--- config.mk ---
export PLATFORM = sky130hd
export DESIGN_NAME = div_unit
export DESIGN_NICKNAME = d
export VERILOG_FILES = /design/src/rtl/div_unit.sv
export SDC_FILE = /design/constraint.sdc
export NUM_CORES = 1
export LEC_CHECK = 0
export CAP_MARGIN = 0
export CORE_MARGIN = 5
export CORE_UTILIZATION = 38
export CTS_BUF_LIST = sky130_fd_sc_hd__clkbuf_16
export DETAILED_ROUTE_END_ITERATION = 6
export GPL_ROUTABILITY_DRIVEN = 0
export GPL_TIMING_DRIVEN = 0
export RECOVER_POWER = 100
export SYNTH_ARGS = -nofsm -noshare
export SYNTH_HDL_FRONTEND = slang
export SYNTH_SLANG_ARGS = --single-unit
--- constraint.sdc ---
create_clock -name clk -period 9.7 [get_ports clk]
set_input_delay 2.91 -clock clk [delete_from_list [all_inputs] [get_ports clk]]
set_output_delay 2.91 -clock clk [all_outputs]
set_load 0.005 [all_outputs]
--- src/rtl/div_unit.sv ---
// Multi-cycle 32-bit restoring divider for DIV/DIVU in the EX stage.
// Produces {remainder, quotient} after 32 iterations, or zero at once for a zero divisor.
module div_unit (
  input  logic        clk,
  input  logic        rst,
  input  logic        signed_div_i,
  input  logic [31:0] opdata1_i,
  input  logic [31:0] opdata2_i,
  input  logic        start_i,
  input  logic        annul_i,
  output logic [63:0] result_o,
  output logic        ready_o,
  output logic        busy_o
);

  typedef enum logic [1:0] {
    S_IDLE,
    S_BYZERO,
    S_ON,
    S_END
  } state_t;

  state_t      state;
  state_t      state_next;
  logic [5:0]  cnt;
  logic [31:0] rem;
  logic [31:0] dvd;
  logic [31:0] dvs;
  logic        sgn;
  logic        neg1;
  logic        neg2;

  logic        accept;
  logic        last_iter;
  logic [31:0] mag1;
  logic [31:0] mag2;
  logic [32:0] shifted;
  logic [32:0] diff;
  logic        q_bit;
  logic [31:0] rem_step;
  logic [31:0] quo_final;
  logic [31:0] rem_final;

  // The partial remainder stays below the divisor, so bit 32 of the difference is a clean borrow flag.
  always_comb begin
    accept    = start_i && !annul_i;
    last_iter = (cnt == 6'd31);
    mag1      = (signed_div_i && opdata1_i[31]) ? (~opdata1_i + 32'd1) : opdata1_i;
    mag2      = (signed_div_i && opdata2_i[31]) ? (~opdata2_i + 32'd1) : opdata2_i;
    shifted   = {rem, dvd[31]};
    diff      = shifted - {1'b0, dvs};
    q_bit     = ~diff[32];
    rem_step  = q_bit ? diff[31:0] : shifted[31:0];
    quo_final = {dvd[30:0], q_bit};
    rem_final = rem_step;
    if (sgn && (neg1 ^ neg2)) quo_final = ~quo_final + 32'd1;
    if (sgn && neg1)          rem_final = ~rem_final + 32'd1;
  end

  always_comb begin
    state_next = state;
    case (state)
      S_IDLE:   if (accept) state_next = (opdata2_i == 32'd0) ? S_BYZERO : S_ON;
      S_BYZERO: state_next = annul_i ? S_IDLE : S_END;
      S_ON: begin
        if (annul_i)        state_next = S_IDLE;
        else if (last_iter) state_next = S_END;
      end
      S_END:    if (!start_i) state_next = S_IDLE;
      default:  state_next = S_IDLE;
    endcase
  end

  always_ff @(posedge clk or negedge rst) begin
    if (!rst) state <= S_IDLE;
    else      state <= state_next;
  end

  // The dividend register doubles as the quotient register: dividend bits leave at the top as quotient bits enter at the bottom.
  always_ff @(posedge clk or negedge rst) begin
    if (!rst) begin
      cnt  <= 6'd0;
      rem  <= 32'd0;
      dvd  <= 32'd0;
      dvs  <= 32'd0;
      sgn  <= 1'b0;
      neg1 <= 1'b0;
      neg2 <= 1'b0;
    end else if (state == S_IDLE) begin
      if (accept && (opdata2_i != 32'd0)) begin
        cnt  <= 6'd0;
        rem  <= 32'd0;
        dvd  <= mag1;
        dvs  <= mag2;
        sgn  <= signed_div_i;
        neg1 <= opdata1_i[31];
        neg2 <= opdata2_i[31];
      end
    end else if (state == S_ON) begin
      cnt <= cnt + 6'd1;
      rem <= rem_step;
      dvd <= {dvd[30:0], q_bit};
    end
  end

  always_ff @(posedge clk or negedge rst) begin
    if (!rst) begin
      result_o <= 64'd0;
      ready_o  <= 1'b0;
    end else begin
      ready_o <= (state_next == S_END);
      if (state == S_ON && state_next == S_END) result_o <= {rem_final, quo_final};
      else if (state_next != S_END)             result_o <= 64'd0;
    end
  end

  assign busy_o = (state == S_ON) || (state == S_BYZERO);

endmodule

== Word level (Yosys, flattened, before mapping) ==
Index checks and enable logic that the tools add are counted.

* Bits in registers: 172
* Latch bits: 0
* Bits in writable memories: 0
* Bits in read-only memories: 0
* Memories: 0

* $add $sub $neg: 6
* $mul: 0
* Div/mod/pow operators: 0
* Magnitude comparators: 0
* Equal/unequal tests: 7
* Shift operators: 0
* Mux-type cells: 23
* Bitwise logic cells: 6
* Reductions and logical operators: 16

{| class="wikitable"
|+ Operators with widths
! operator !! count
|-
| 32-bit two-way mux || 11
|-
| 32-bit by 1-bit adder with 32-bit output (second input constant) || 4
|-
| 64-bit two-way mux || 2
|-
| 32-bit inverter || 4
|-
| 33-bit by 32-bit subtractor with 33-bit output || 1
|-
| 32-bit logical NOT || 1
|-
| 32-bit nonzero test || 1
|-
| 6-bit two-way mux || 3
|-
| 2-bit two-way mux || 6
|-
| 2-bit case mux with 4 select lines || 1
|-
| 1-bit logical AND || 7
|-
| 6-bit by 1-bit adder with 6-bit output (second input constant) || 1
|-
| 2-bit == test (second input constant) || 3
|-
| 6-bit by 5-bit == test with 1-bit output (second input constant) || 1
|-
| 2-bit AND reduction || 2
|-
| 2-bit nonzero test || 2
|-
| 2-bit by 1-bit == test with 1-bit output (second input constant) || 1
|-
| 2-bit logical NOT || 1
|-
| 2-bit by 1-bit != test with 1-bit output (second input constant) || 1
|-
| 2-bit != test (second input constant) || 1
|-
| 1-bit logical NOT || 1
|-
| 1-bit logical OR || 1
|-
| 1-bit inverter || 1
|-
| 1-bit bitwise XOR || 1
|}

== Depth between registers and ports, before layout ==
* Depth after elaboration: 7
* Gate-level depth with buffers: 23
* Mapped depth without buffers: 20

== Worst setup path before layout ==
OpenSTA, ideal clock, no wires.

* Kind: input-to-reg
* From: input port opdata1_i[8]
* To: register dvd[30]
* Setup time: 0.136 ns
* Arrival time: 5.296 ns
* Data required time: 9.564 ns
* Slack: 4.268 ns
* Cell stages on the path: 10
* Cell sequence: or4_1 > or3_1 > or3_1 > nor3_2 > nand2_1 > o41ai_1 > o21ai_0 > xor2_1 > mux2i_1 > o21ai_0

* Cells in the longest elaborated chain, start to end: 5

{| class="wikitable"
|+ RTL lines
! what !! RTL line !! RTL
|-
| start: declaration || 7 || <nowiki>input logic [31:0] opdata1_i,</nowiki>
|-
| 32-bit inverter || 48 || <nowiki>mag1 = (signed_div_i && opdata1_i[31]) ? (~opdata1_i + 32'd1) : opdata1_i;</nowiki>
|-
| 32-bit by 1-bit adder with 32-bit output || 48 ||
|-
| 32-bit two-way mux || 48 ||
|-
| 32-bit two-way mux || 90 || <nowiki>if (accept && (opdata2_i != 32'd0)) begin</nowiki>
|-
| 32-bit two-way mux || 89 || <nowiki>end else if (state == S_IDLE) begin</nowiki>
|-
| end signal: assignment || 93 || <nowiki>dvd <= mag1;</nowiki>
|-
| end signal: assignment || 102 || <nowiki>dvd <= {dvd[30:0], q_bit};</nowiki>
|-
| end: declaration || 27 || <nowiki>logic [31:0] dvd;</nowiki>
|}

Every way passes these cells. The select of a mux whose other input is x is not followed.
A chain may end at the register's enable or synchronous reset.

== Worst setup path after layout ==
* From: input port opdata2_i[0]
* To: register dvd[30]

* Cells in the longest elaborated chain, start to end: 4

{| class="wikitable"
|+ RTL lines
! what !! RTL line !! RTL
|-
| start: declaration || 8 || <nowiki>input logic [31:0] opdata2_i,</nowiki>
|-
| 32-bit nonzero test || 90 ||
|-
| 1-bit logical AND || 90 ||
|-
| 2-bit by 1-bit != test with 1-bit output (no line) || n/a ||
|-
| 2-bit AND reduction (no line) || n/a ||
|}

Every way passes these cells.

==> results.py <==
metrics = {
    "floorplan": {
        "dieArea_um2": 37300,
        "die_x_um": 193,
        "num_io_pins": 135,
        "initial_core_util": 0.382,
        "core_area_um2": 33400,
        "fp-row-count": 67,
        "dieHeight_um": 193,
    },
    "timing": {
        "period_needed_ns": 7.05,
        "slew_violations": 62,
        "rsz0062_at_grt": "false",
        "fin_crit_sh": 0.727,
        "worst_hold_slack_ns": 0.522,
        "maxSlewHeadroom": -1.40,
        "hold_viol_final": 0,
        "max_freq_ghz": 0.142,
        "clock_skew_ns": 0.0149,
        "setup_viol": 0,
        "tightest_slew_ns": 3.59,
    },
    "layout": {
        "syn_to_final_growth_pct": 19.9,
        "drive_gt1_frac": 0.0517,
        "fin_cells": 2190,
        "layout.nets": 1840,
        "nFillCells": 3343,
        "regArea_um2": 4300,
        "final_area_um2": 15300,
        "multiInputGateArea_um2": 7860,
        "insertedDiodeCount": 0,
    },
    "synthesis": {
        "yosysMostFrequentCell": "nand2_1",
        "synth_warnings": 0,
        "async_reset_ff_frac": 1.00,
        "synth-edff-count": 0,
        "syn-num-nets": 1686,
        "avgSynthCellArea_um2": 8.10,
        "ys_seq_elements": 172,
        "syn_inst": 1575,
        "seq_area_frac_synth": 0.338,
        "syn_area_um2": 12700,
        "synth_area_leaders": "dfrtp_1 34%, o21ai_0 6.1%, nand2_1 6.0%",
        "synth_ff_type": "dfrtp_1",
        "synthTopCellsByCount": "204 x nand2_1, 172 x dfrtp_1, 156 x o21ai_0",
        "yosys.cell_types.count": 86,
        "netlist.area_leader.share": 0.338,
        "synth_top_area_cell": "dfrtp_1",
    },
    "cts": {
        "h-tree-depth": 4,
        "clkTransAtPathRegs_ns": 0.08,
        "ctsResizeCount": 0,
        "cts_hold_buf": 0,
        "clock_path_buffers": 2,
        "cts_setup_buffers": 0,
        "clock-sinks": 172,
        "clk_root_buffer_cell": "clkbuf_16",
        "insertion_delay_ns": 0.45,
        "cts_buffers": 17,
        "cts_tree": "yes",
    },
    "critical_path": {
        "r2r_end": "result_o[58]",
        "crit_type": "in -> reg",
        "crit_fanout": 10,
        "critPathLaunchType": "input pin",
        "cp.required_ns": 10.00,
        "r2r-start": "dvd[31]",
        "ff2ff_setup_slack_ns": 2.92,
        "end_kind": "register",
        "arrival_ns": 7.35,
        "reg2regPathDepth": 23,
    },
    "power": {
        "p_int_w": 0.00246,
        "p_clk_frac": 0.137,
        "p_sw_frac": 0.533,
        "p_seq_frac": 0.223,
        "power_frac_comb": 0.640,
        "powerDensity_nw_per_um2": 345,
        "p_sw_w": 0.00282,
        "p_leak_nw": 6.38,
        "ir_drop_v": 0.000154,
    },
    "grt": {
        "antenna_found_initial": 0,
        "grt_usage": 0.234,
        "grt_max_degree": 112,
        "grt_pass1_wl_mm": 68.8,
        "grt_pass1_vias": 12200,
        "gr-total-overflow": 0,
    },
    "drt": {
        "wirelength_mm": 44.0,
        "routedWlPerCell_um": 20.1,
        "ant_nets": 0,
        "drt_pass1_iterations": 5,
        "num_vias": 12700,
        "vias_per_cell": 5.81,
        "drc_errors": 0,
        "dr.first_iter.drc_count": 1097,
    },
    "job": {
        "max_cap_violations": 1,
    },
    "status": {
        "outcome": "complete, but fails checks",
        "violations": "max-capacitance violations, max-slew violations",
    },
    "worst_hold_path": {
        "min_from": "cnt[3]",
        "whs_endpoint": "cnt[3]",
        "min_path_cells": 1,
        "hold_class": "reg -> reg",
    },
    "placement": {
        "dpl.hpwl_mm": 34.4,
        "placed_cell_area_um2": 14700,
        "io_buffer_count": 134,
        "placed_cells": 2158,
    },
}
how the worst max path moves through the flow:
stage | start | endpoint | slack, ns | cells after the start
after CTS | opdata2_i[0] | dvd[30] | 3.07 | 12
after floorplan | opdata1_i[8] | dvd[30] | 4.27 | 10
final | opdata2_i[0] | dvd[30] | 2.65 | 12
after global routing | opdata2_i[0] | dvd[8] | 2.25 | 13
after global placement | rst | dvd[14] | -1.88 | 1
after detailed placement | opdata2_i[0] | dvd[30] | 2.61 | 12
cells in the final DEF (no fill, tap or decap), types with 13 or more instances in the layout:
| cell | n |
|---|---|
| dfrtp_1 | 172 |
| a211oi_1 | 50 |
| nor3_1 | 39 |
| xnor2_1 | 43 |
| inv_1 | 56 |
| or3_1 | 27 |
| o31ai_1 | 21 |
| a31oi_1 | 22 |
| or4_1 | 16 |
| nor2_1 | 141 |
| nand2b_1 | 14 |
| nand3_1 | 30 |
| clkbuf_1 | 63 |
| mux2i_1 | 36 |
| xor2_1 | 73 |
| clkbuf_16 | 17 |
| nand2_1 | 204 |
| dlygate4sd3_1 | 67 |
| clkdlybuf4s50_1 | 66 |
| ha_1 | 41 |
| buf_2 | 13 |
| o22ai_1 | 26 |
| o21ai_0 | 157 |
| a21oi_1 | 103 |
cell type report:
cell class                 count  share of cell area
multi-input combinational   1260               0.514
sequential                   172               0.282
timing repair buffer         135              0.0891
tap                          448              0.0367
clock buffer                  17              0.0278
buffer                        85              0.0234
inverter                      58              0.0142
clock inverter                15              0.0126
power groups by stage:
stage	logic (W)	clock network (W)	registers, W
6_report	0.00338	0.000721	0.00118
3_5_place_dp	0.00332	0	0.00119
2_1_floorplan	0.00238	0	0.00110
4_1_cts	0.00334	0.000731	0.00117
5_1_grt	0.00371	0.000758	0.00121
3_3_place_gp	0.00328	0	0.00118
registers in the layout (all words and copies together) (netlist names):
signal,count
sgn,1
neg1,1
dvs,32
rem,32
dvd,32
neg2,1
result_o,64
cnt,6
state,2
ready_o,1
worst max-delay path: stages:
cell           delay, ns
dlygate4sd3_1       0.60
inv_1               0.08
ha_1                0.16
nor3b_1             0.38
nand4_1             0.33
nor4_1              0.77
a21oi_1             0.27
and2_0              0.22
clkbuf_1            0.18
nor2_1              0.59
clkbuf_1            0.67
o21ai_0             0.20
logic make-up after synthesis:
family          after synthesis  synth area share
simple gates                561             0.208
compound gates              498             0.253
flops                       172             0.338
buf+inv                     143            0.0451
xor+xnor                    116            0.0797
mux                          43            0.0344
fa+ha+maj                    42            0.0418
layer usage:
metal | wire length, um | up-vias | share of wire | track usage
li1 | - | 6044 | - | -
met1 | 20200 | 6184 | 0.46 | 0.335
met2 | 20000 | 427 | 0.45 | 0.367
met3 | 2780 | 74 | 0.063 | 0.0425
met4 | 1060 | 0 | 0.024 | 0.0618
met5 | 0 | - | 0 | 0
metrics by stage:
stage | util | setup TNS [ns] | setup slack (ns) | total power, W
after floorplan | - | 0 | 4.27 | 0.00348
after global placement | 0.439 | -320.26 | -1.88 | 0.00446
after detailed placement | 0.440 | 0 | 2.61 | 0.00451
after CTS | 0.459 | 0 | 3.07 | 0.00525
after global routing | 0.458 | 0 | 2.25 | 0.00567
final | 0.458 | 0 | 2.65 | 0.00528
No activity file was read; power rests on OpenSTA's default activity.
